==> src/rtl/shift_pkg.sv <==
// ----------------------------------------------------------------------------
// shift_pkg
// Shared types and constants for the shared-shifter arbiter:
//   shift_op_t  - 2-bit shift operation code (SLL/SRL/SRA/reserved)
//   out_state_t - output stage occupancy (EMPTY/FULL)
//   SHIFT_N     - default datapath width
//   SHIFT_SHW   - shift-amount width for SHIFT_N
// ----------------------------------------------------------------------------
package shift_pkg;

  localparam int SHIFT_N   = 32;
  localparam int SHIFT_SHW = $clog2(SHIFT_N);

  typedef enum logic [1:0] {
    SHIFT_SLL  = 2'b00,
    SHIFT_SRL  = 2'b01,
    SHIFT_SRA  = 2'b10,
    SHIFT_RSVD = 2'b11
  } shift_op_t;

  typedef enum logic {
    OUT_EMPTY = 1'b0,
    OUT_FULL  = 1'b1
  } out_state_t;

endpackage : shift_pkg

==> src/rtl/shift_unit.sv <==
// ----------------------------------------------------------------------------
// shift_unit
// Purely combinational N-bit shifter with an op select.
// Ports:
//   in_i    [N-1:0]          operand
//   shamt_i [$clog2(N)-1:0]  unsigned shift amount (0..N-1)
//   op_i    shift_op_t       SLL / SRL / SRA / reserved (pass-through)
//   out_o   [N-1:0]          shifted result
// ----------------------------------------------------------------------------
module shift_unit
  import shift_pkg::*;
#(
  parameter int N = SHIFT_N
) (
  input  logic [N-1:0]         in_i,
  input  logic [$clog2(N)-1:0] shamt_i,
  input  shift_op_t            op_i,
  output logic [N-1:0]         out_o
);

  logic [N-1:0] sll_s;
  logic [N-1:0] srl_s;
  logic [N-1:0] sra_s;

  // Three independent shifters; the op mux below picks one.
  always_comb begin
    sll_s = in_i << shamt_i;
    srl_s = in_i >> shamt_i;
    // Arithmetic shift needs a signed operand so the vacated bits copy in_i[N-1].
    sra_s = N'($signed(in_i) >>> shamt_i);
  end

  // Op select; the reserved code passes the operand through unchanged.
  always_comb begin
    out_o = in_i;
    case (op_i)
      SHIFT_SLL:  out_o = sll_s;
      SHIFT_SRL:  out_o = srl_s;
      SHIFT_SRA:  out_o = sra_s;
      SHIFT_RSVD: out_o = in_i;
      default:    out_o = in_i;
    endcase
  end

endmodule : shift_unit

==> src/rtl/shift_arbiter.sv <==
// ----------------------------------------------------------------------------
// shift_arbiter
// Shares one combinational shift_unit between two requesters using
// round-robin arbitration, with a one-entry registered output stage.
// Ports:
//   clk, rst                  clock, synchronous active-high reset
//   req{0,1}_valid/_ready     request handshake (ready = accepted this cycle)
//   req{0,1}_in/_shamt/_op    request payload
//   rsp_valid/rsp_ready       response handshake
//   rsp_out                   registered shift result
//   rsp_id                    requester that issued rsp_out
// ----------------------------------------------------------------------------
module shift_arbiter
  import shift_pkg::*;
#(
  parameter int N = SHIFT_N
) (
  input  logic                 clk,
  input  logic                 rst,
  input  logic                 req0_valid,
  output logic                 req0_ready,
  input  logic [N-1:0]         req0_in,
  input  logic [$clog2(N)-1:0] req0_shamt,
  input  logic [1:0]           req0_op,
  input  logic                 req1_valid,
  output logic                 req1_ready,
  input  logic [N-1:0]         req1_in,
  input  logic [$clog2(N)-1:0] req1_shamt,
  input  logic [1:0]           req1_op,
  output logic                 rsp_valid,
  input  logic                 rsp_ready,
  output logic [N-1:0]         rsp_out,
  output logic                 rsp_id
);

  out_state_t           state_q, state_d;
  logic                 last_grant_q, last_grant_d;
  logic [N-1:0]         rsp_out_q, rsp_out_d;
  logic                 rsp_id_q, rsp_id_d;

  logic                 grant_s;
  logic                 can_accept_s;
  logic                 accept_s;
  logic [N-1:0]         sel_in_s;
  logic [$clog2(N)-1:0] sel_shamt_s;
  logic [1:0]           sel_op_s;
  logic [N-1:0]         shift_res_s;

  // Round-robin grant: a tie goes to the requester that did not win last.
  always_comb begin
    grant_s = 1'b0;
    if (req0_valid && req1_valid) begin
      grant_s = ~last_grant_q;
    end else if (req1_valid) begin
      grant_s = 1'b1;
    end else begin
      grant_s = 1'b0;
    end
  end

  // Handshake: the stage can take a new op when empty or being drained now.
  // Reset gates the readies so nothing is accepted during a reset cycle.
  always_comb begin
    can_accept_s = (state_q == OUT_EMPTY) | rsp_ready;
    req0_ready   = ~rst & can_accept_s & ~grant_s & req0_valid;
    req1_ready   = ~rst & can_accept_s &  grant_s & req1_valid;
    accept_s     = req0_ready | req1_ready;
  end

  // Payload mux feeding the single shared shifter.
  always_comb begin
    if (grant_s) begin
      sel_in_s    = req1_in;
      sel_shamt_s = req1_shamt;
      sel_op_s    = req1_op;
    end else begin
      sel_in_s    = req0_in;
      sel_shamt_s = req0_shamt;
      sel_op_s    = req0_op;
    end
  end

  shift_unit #(.N(N)) u_shift (
    .in_i    (sel_in_s),
    .shamt_i (sel_shamt_s),
    .op_i    (shift_op_t'(sel_op_s)),
    .out_o   (shift_res_s)
  );

  // Output stage next state; a drain and a fill in the same cycle stay FULL.
  always_comb begin
    state_d = state_q;
    case (state_q)
      OUT_EMPTY: begin
        if (accept_s) state_d = OUT_FULL;
        else          state_d = OUT_EMPTY;
      end
      OUT_FULL: begin
        if (accept_s)       state_d = OUT_FULL;
        else if (rsp_ready) state_d = OUT_EMPTY;
        else                state_d = OUT_FULL;
      end
      default: state_d = OUT_EMPTY;
    endcase
  end

  // Result/grant capture; everything holds unless an op is accepted.
  always_comb begin
    rsp_out_d    = rsp_out_q;
    rsp_id_d     = rsp_id_q;
    last_grant_d = last_grant_q;
    if (accept_s) begin
      rsp_out_d    = shift_res_s;
      rsp_id_d     = grant_s;
      last_grant_d = grant_s;
    end else begin
      rsp_out_d    = rsp_out_q;
      rsp_id_d     = rsp_id_q;
      last_grant_d = last_grant_q;
    end
  end

  // State registers; last_grant resets to 1 so requester 0 wins the first tie.
  always_ff @(posedge clk) begin
    if (rst) begin
      state_q      <= OUT_EMPTY;
      last_grant_q <= 1'b1;
      rsp_out_q    <= '0;
      rsp_id_q     <= 1'b0;
    end else begin
      state_q      <= state_d;
      last_grant_q <= last_grant_d;
      rsp_out_q    <= rsp_out_d;
      rsp_id_q     <= rsp_id_d;
    end
  end

  assign rsp_valid = (state_q == OUT_FULL);
  assign rsp_out   = rsp_out_q;
  assign rsp_id    = rsp_id_q;

endmodule : shift_arbiter
==> config.mk <==
export PLATFORM = sky130hd
export DESIGN_NAME = shift_arbiter
export DESIGN_NICKNAME = d
export VERILOG_FILES = /design/src/rtl/shift_pkg.sv /design/src/rtl/shift_unit.sv /design/src/rtl/shift_arbiter.sv
export SDC_FILE = /design/constraint.sdc
export NUM_CORES = 1
export LEC_CHECK = 0
export ABC_AREA = 1
export BUFFER_PORTS_ARGS = -buffer_cell sky130_fd_sc_hd__buf_2
export CORE_MARGIN = 2
export CORE_UTILIZATION = 25
export CTS_CLUSTER_SIZE = 10
export DETAILED_ROUTE_END_ITERATION = 12
export GPL_ROUTABILITY_DRIVEN = 0
export HOLD_SLACK_MARGIN = 0.06
export PLACE_DENSITY = 0.45
export SYNTH_ARGS = -nofsm -noshare
export SYNTH_HDL_FRONTEND = slang
export SYNTH_HIERARCHICAL = 1
export SYNTH_SLANG_ARGS = --single-unit
==> constraint.sdc <==
create_clock -name clk -period 6.5 [get_ports clk]
set_input_delay 0.325 -clock clk [delete_from_list [all_inputs] [get_ports clk]]
set_output_delay 0.325 -clock clk [all_outputs]
set_load 0.02 [all_outputs]
==> results of run 1 <==
[layout make-up]
type	count	share of cell area
Sequential cell	35	0.103
Inverter	64	0.0363
Timing Repair Buffer	132	0.102
Clock buffer	6	0.0189
Multi-Input combinational cell	1028	0.681
Tap cell	324	0.0594
[cells in the mapped netlist, types with 2 or more instances]
cell / count
inv_1: 55
dfxtp_1: 35
buf_2: 34
nor2_1: 92
nand3_1: 264
nand4_1: 17
buf_1: 11
o211ai_2: 3
o21ai_0: 11
nand2_1: 530
nor2_4: 2
clkbuf_1: 17
o21ai_2: 4
nand2_2: 15
a21oi_1: 17
mux2i_4: 2
buf_6: 10
inv_2: 7
and2_4: 5
o21ai_1: 18
nor2_2: 3
a31oi_1: 3
mux2i_1: 2
nor3_1: 3
o211ai_1: 13
and2_1: 9
buf_4: 11
a21boi_0: 3
[cells in the final DEF, fill, tap and decap left out, types with 2 or more instances in the layout]
master / instances
buf_2: 118
and2_4: 5
mux2i_4: 2
nor3_1: 3
nor2_1: 90
clkinv_1: 2
nand2_1: 527
a31oi_1: 3
inv_1: 54
a21oi_1: 17
nand4_1: 17
nand2_2: 18
o21ai_2: 4
nor2_2: 5
dfxtp_1: 35
nor2_4: 2
mux2i_1: 2
o211ai_1: 13
and2_1: 9
inv_2: 7
buf_4: 14
clkbuf_16: 5
nand3_1: 264
a21boi_0: 3
o21ai_0: 11
o211ai_2: 3
o21ai_1: 18
[path summary, 6_finish.rpt]
kind | cells after the start | slack [ns] | start | end
max reg2reg | 19 | 2.47 | last_grant_q$_SDFFE_PP1P_ | rsp_out[27]$_SDFFE_PP0P_
min reg2reg | 2 | 0.46 | rsp_id$_SDFFE_PP0P_ | rsp_id$_SDFFE_PP0P_
max | 19 | 2.47 | last_grant_q$_SDFFE_PP1P_ | rsp_out[27]$_SDFFE_PP0P_
min | 2 | 0.22 | rst | rsp_valid$_SDFF_PP0_
[power by group through the flow]
stage / sequential (uW) / clock [uW] / combinational, uW
after CTS: 246 / 230 / 823
after detailed placement: 250 / 0 / 820
after floorplan: 272 / 0 / 572
after global placement: 250 / 0 / 824
final: 245 / 221 / 837
after global routing: 248 / 239 / 920
[flip-flops by register name, summed over array words and instances (netlist names)]
name          count
rsp_id            1
last_grant_q      1
rsp_out          32
rsp_valid         1
[stage by stage]
step	instances	power, uW	worst slack (ns)	hold slack (ns)
3_5_place_dp	1583	1070	2.35	0.453
5_1_grt	1589	1410	2.11	0.218
2_1_floorplan	1211	844	4.24	0.394
3_3_place_gp	1583	1070	2.36	0.458
4_1_cts	1589	1300	2.50	0.215
6_report	1589	1300	2.47	0.223
[cells by family (layout without fill, tap and decap cells)]
kind of cell    count (synthesis)  in the layout
simple gates                  945            945
flops                          35             35
mux                             4              4
buf+inv                       148            202
compound gates                 79             79
[critical path, delay by kind of cell (launching register included)]
family                 cells  cell delay, ns
flip-flops                 1            0.31
AND/OR/NAND/NOR           12            1.35
buffers and inverters      6            2.06
AO/OA/AOI/OAI              1            0.13
[routing by layer]
metal  vias to the layer above  global-route usage
li1                       4039                   -
met1                      3670               0.267
met2                       405               0.333
met3                        67              0.0226
met4                         0              0.0876
met5                         -                   0
==> flow_metrics.env, run 1 <==
export IMPL_yosys_area_top_type="nand2_1"
export IMPL_synth_xor_area_share=0
export IMPL_switching_share=0.524
export IMPL_drv_slew=0
export IMPL_async_reset_ff_frac=0
export IMPL_critPathMaxStageDelay_ns=0.57
export IMPL_final_core_util=0.283
export IMPL_period_share=0.620
export IMPL_critical_path_slowest_cell="buf_4"
export IMPL_met1Wirelength_um=11500
export IMPL_slew_headroom=0.268
export IMPL_syn_to_final_growth_pct=12.5
export IMPL_hp_class="in -> reg"
export IMPL_wire_per_inst_um=16.8
export IMPL_synth_area_um2=6070
export IMPL_fill_cells=2921
export IMPL_hold_viol_final=0
export IMPL_worstPathMaxFanout=65
export IMPL_synth_ff_type="dfxtp_1"
export IMPL_multi_input_area_um2=4650
export IMPL_wl_met3_um=1730
export IMPL_worst_path_most_repeated_cell="nand2_1"
export IMPL_drtIter0Drc=980
export IMPL_yosys_area_share_adder=0
export IMPL_fin_crit_ns=4.03
export IMPL_cts_sinks=35
export IMPL_path_clk_slew_ns=0.05
export IMPL_setup_viol=0
export IMPL_p_int_uw=620
export IMPL_viasPerCell=5.15
export IMPL_fin_area_um2=6830
export IMPL_die_w_um=160
export IMPL_grt_max_degree=73
export IMPL_yosys_top_cells_area="nand2_1 (33%), nand3_1 (22%), dfxtp_1 (12%)"
export IMPL_switching_power_uw=683
export IMPL_routed_wl_um=26700
export IMPL_crit_path_cell_trace="nand2_1 > nand2_2 > buf_4 > inv_2 > nand2_1 > nand2_2 > buf_4 > clkinv_1 > buf_4 > nand3_1 > o21ai_1 > nand2_1 > nor2_1 > nor3_1 > nand3_1 > inv_1 > nand2_1 > nand2_1 > nor2_1"
export IMPL_clock_fmax_mhz=248
export IMPL_maxUsedRoutingLayer="met4"
export IMPL_nets=1349
export IMPL_synth_edf_count=0
export IMPL_diodes=0
export IMPL_tns_ns=0
export IMPL_comb_power_share=0.642
export IMPL_avgSynthCellArea_um2=5.01
export IMPL_start_util=0.252
export IMPL_grt_pass1_wl_um=41500
export IMPL_cts_hold_buf=0
export IMPL_register_area_um2=701
export IMPL_postSynthCellCount=1211
export IMPL_powerDensity_nw_per_um2=191
export IMPL_yosysWarnings=6
export IMPL_placedInstanceArea_um2=6700
export IMPL_cts_setup_buffers=0
export IMPL_vias=8181
export IMPL_synth_top_cell_area_share=0.328
export IMPL_cts_buffers=5
export IMPL_synth_top_family_by_area="simple AND/OR/NAND/NOR gates"
export IMPL_insertion_delay_ns=0.28
export IMPL_p_clk_frac=0.170
export IMPL_synth_net_count=1294
export IMPL_portBuffers=118
export IMPL_end_kind="flip-flop"
export IMPL_drive_above_1_share=0.149
export IMPL_cts_max_path_buffers=2
export IMPL_synthMuxAreaShare=0.0107
export IMPL_cp_arrival_ns=4.20
export IMPL_grt_overflow=0
export IMPL_antenna_found_initial=0
export IMPL_wl_met2_um=12100
export IMPL_drc=0
export IMPL_cts_tree="built"
export IMPL_die_area_um2=25500
export IMPL_skew_ns=0.00440
export IMPL_ir_drop_mv=0.0884
export IMPL_synth_seq_cells=35
export IMPL_htreeDepth=2
export IMPL_place_hpwl_um=20500
export IMPL_cap_viol_max_count=0
export IMPL_seqPwrFrac=0.188
export IMPL_drt_pass1_iterations=9
export IMPL_num_rows=57
export IMPL_leakagePower_uw=0.00360
export IMPL_yosysUniqueCellTypes=43
export IMPL_fp_dieH_um=160
export IMPL_ant_nets=0
export IMPL_rsz0062_at_grt="false"
export IMPL_cts_repair_resized=0
export IMPL_worst_pin_slew_ns=1.10
export IMPL_critPathKind="reg -> reg"
export IMPL_track_usage=0.202
export IMPL_worstPathRequired_ns=6.67
export IMPL_pin_count=119
export IMPL_crit_path_start_kind="flip-flop"
export IMPL_coreArea_um2=24100
export IMPL_synth_yosys_seq_area_share=0.115
export IMPL_status="finished clean"
export IMPL_synth_compound_area_frac=0.0853
export IMPL_yosys_area_share_simple=0.668
export IMPL_first_global_vias=7398
export IMPL_cts_root_buf="clkbuf_16"
Power figures use the tool's default switching activity.
==> run 2, diff against run 1 <==
ABC_AREA = 0   (was 1)
PLACE_DENSITY = 0.46   (was 0.45)
clock period = 3.67 ns   (was 6.5 ns; I/O delays follow)
==> run 2 against run 1 <==
  * Critical path depth shrank 7
  * Sequential power grew 86%
  * Hold slack lost 0.099 ns
  * Total power grew 100%
  * Setup slack lost 2.4 ns
  * Synthesized cell count shrank 29%
  * Fmax grew 11%
  * Cell count shrank 17%
==> flow_metrics.env, run 2 <==
export IMPL_status="finished clean"
export IMPL_start_util=0.255
export IMPL_diodes=0
export IMPL_viasPerCell=6.15
export IMPL_hold_viol_final=0
export IMPL_slew_headroom=0.280
export IMPL_worst_pin_slew_ns=1.08
export IMPL_final_common_cell="buf_2"
export IMPL_first_global_vias=7619
export IMPL_path_clk_slew_ns=0.05
export IMPL_synth_yosys_seq_area_share=0.0988
export IMPL_dp_cells=1306
export IMPL_postSynthCellCount=860
export IMPL_synth_common_cells="nand2_1 (116), mux2_2 (68), nor2_1 (64), mux4_2 (52), o211ai_1 (46)"
export IMPL_avgSynthCellArea_um2=8.24
export IMPL_maxUsedRoutingLayer="met4"
export IMPL_cp_arrival_ns=3.80
export IMPL_cts_repair_resized=0
export IMPL_crit_path_cell_trace="a21boi_4 > buf_12 > mux2_2 > buf_4 > mux4_2 > mux2i_1 > nor4_1 > a2111oi_0 > buf_4 > o221ai_1 > nand4_1 > nand2_1"
export IMPL_routed_wl_um=33400
export IMPL_hp_class="in -> reg"
export IMPL_synth_seq_cells=35
export IMPL_crit_path_start_kind="flip-flop"
export IMPL_synth_net_count=943
export IMPL_cts_root_buf="clkbuf_16"
export IMPL_worstReg2RegEnd="rsp_out[3]$_SDFFE_PP0P_"
export IMPL_vias=8077
export IMPL_ant_nets=0
export IMPL_min_from="rst"
export IMPL_pin_count=119
export IMPL_period_share=0.990
export IMPL_met1Wirelength_um=13700
export IMPL_worst_path_most_repeated_cell="buf_4"
export IMPL_die_w_um=172
export IMPL_synth_ff_type="dfxtp_1"
export IMPL_yosysWarnings=6
export IMPL_post_synth_top_count_cell="nand2_1"
export IMPL_die_area_um2=29700
export IMPL_cts_sinks=35
export IMPL_critPathMaxStageDelay_ns=0.74
export IMPL_drt_pass1_iterations=6
export IMPL_yosys_top_cells_area="mux4_2 (17%), mux2_2 (11%), dfxtp_1 (9.9%)"
export IMPL_htreeDepth=2
export IMPL_tns_ns=0
export IMPL_cts_hold_buf=0
export IMPL_powerDensity_nw_per_um2=325
export IMPL_multi_input_area_um2=5680
export IMPL_rrSetupSlack_ns=0.04
export IMPL_worstPathMaxFanout=21
export IMPL_insertion_delay_ns=0.28
export IMPL_synth_edf_count=0
export IMPL_wl_met2_um=15300
export IMPL_grt_max_degree=67
export IMPL_track_usage=0.221
export IMPL_r2r_start="last_grant_q$_SDFFE_PP1P_"
export IMPL_place_hpwl_um=25100
export IMPL_grt_pass1_wl_um=49600
export IMPL_register_area_um2=701
export IMPL_setup_viol=0
export IMPL_antenna_found_initial=0
export IMPL_critPathKind="reg -> reg"
export IMPL_ir_drop_mv=0.188
export IMPL_nets=1018
export IMPL_ff2ff_path_depth=12
export IMPL_leakagePower_uw=0.00335
export IMPL_num_rows=61
export IMPL_cts_max_path_buffers=2
export IMPL_yosys_area_top_type="mux4_2"
export IMPL_p_total_uw=2670
export IMPL_fill_cells=3038
export IMPL_synth_area_um2=7090
export IMPL_drv_slew=0
export IMPL_drc=0
export IMPL_fp_dieH_um=172
export IMPL_largest_reg_flops=32
export IMPL_coreArea_um2=27900
export IMPL_fin_crit_ns=3.63
export IMPL_final_cell_count_no_fill=1314
export IMPL_drtIter0Drc=1235
export IMPL_yosysUniqueCellTypes=73
export IMPL_grt_overflow=0
export IMPL_async_reset_ff_frac=0
export IMPL_wl_met3_um=3120
export IMPL_crit_end="rsp_out[3]$_SDFFE_PP0P_"
export IMPL_cap_viol_max_count=0
export IMPL_cts_setup_buffers=0
export IMPL_final_cell_mix="buf_2 (118), nand2_1 (116), mux2_2 (66)"
export IMPL_drive_above_1_share=0.345
export IMPL_critical_path_slowest_cell="a2111oi_0"
export IMPL_portBuffers=118
export IMPL_skew_ns=0.00231
export IMPL_synth_top_cell_area_share=0.165
export IMPL_worstPathRequired_ns=3.84
export IMPL_cp_startpoint="last_grant_q$_SDFFE_PP1P_"
export IMPL_syn_to_final_growth_pct=15.5
export IMPL_wire_per_inst_um=25.4
export IMPL_cts_buffers=5
export IMPL_cts_tree="built"
export IMPL_end_kind="flip-flop"
export IMPL_clock_fmax_mhz=275
export IMPL_rsz0062_at_grt="false"
## run 2: changes by cell type after synthesis, moves of 28 or more
cell | before | now
mux4_2 | 0 | 52
mux2i_1 | 2 | 37
nand2_1 | 530 | 116
nor2_1 | 92 | 64
nand3_1 | 264 | 23
o211ai_1 | 13 | 46
inv_1 | 55 | 11
mux2_2 | 0 | 68
## run 2: cell type report
class	count	share of cell area
multi-input cells	696	0.693
repair buffers	185	0.141
flip-flops and latches	35	0.0855
well taps	378	0.0577
clock buffers	7	0.0162
inverters	12	0.00550
clock inverters	1	0.000611
## run 2: metal layers
layer,vias to the layer above,GRT usage
li1,3506,-
met1,3979,0.299
met2,494,0.355
met3,98,0.0414
met4,0,0.0723
met5,-,0
## run 2: logic make-up (layout without fill, tap and decap cells)
group,count (synthesis),in the layout,share of synthesized area
AOI/OAI and AO/OA,213,213,0.219
xor gates and xnor gates,2,2,0.00247
buffers and inverters,129,205,0.102
DFF,35,35,0.0988
muxes,170,170,0.371
and+or+nand+nor,311,311,0.207
## run 2: critical path: cells and delay by family, from the launching register on
kind / cells / cell delay [ns]
AND/OR/NAND/NOR: 3 / 0.26
buffers and inverters: 3 / 0.68
AO/OA/AOI/OAI: 3 / 1.16
multiplexers: 3 / 1.08
flip-flops: 1 / 0.33
## run 2: where the power goes
group	switching (uW)	total, uW	internal [uW]
clock network	155	405	251
logic	1110	1810	698
registers	29.8	456	426
## run 2: how the worst min path moves through the flow
| stage | to | slack (ns) | depth (start not counted) |
|---|---|---|---|
| 2_1_floorplan | rsp_id$_SDFFE_PP0P_ | 0.25 | 1 |
| 3_3_place_gp | rsp_id$_SDFFE_PP0P_ | 0.41 | 2 |
| 3_5_place_dp | rsp_id$_SDFFE_PP0P_ | 0.41 | 2 |
| 4_1_cts | rsp_id$_SDFFE_PP0P_ | 0.12 | 2 |
| 5_1_grt | rsp_id$_SDFFE_PP0P_ | 0.13 | 2 |
| 6_report | rsp_id$_SDFFE_PP0P_ | 0.12 | 2 |
## run 2: metrics by stage
| step | util | setup slack, ns | hold slack, ns | cell area, um2 |
|---|---|---|---|---|
| 5_1_grt | 0.294 | 0.0149 | 0.127 | 8190 |
| 6_report | 0.294 | 0.0371 | 0.124 | 8190 |
| 3_5_place_dp | 0.289 | 0.101 | 0.410 | 8060 |
| 4_1_cts | 0.294 | 0.108 | 0.122 | 8190 |
| 3_3_place_gp | 0.289 | 0.0727 | 0.406 | 8060 |
| 2_1_floorplan | - | 0.851 | 0.253 | 7090 |
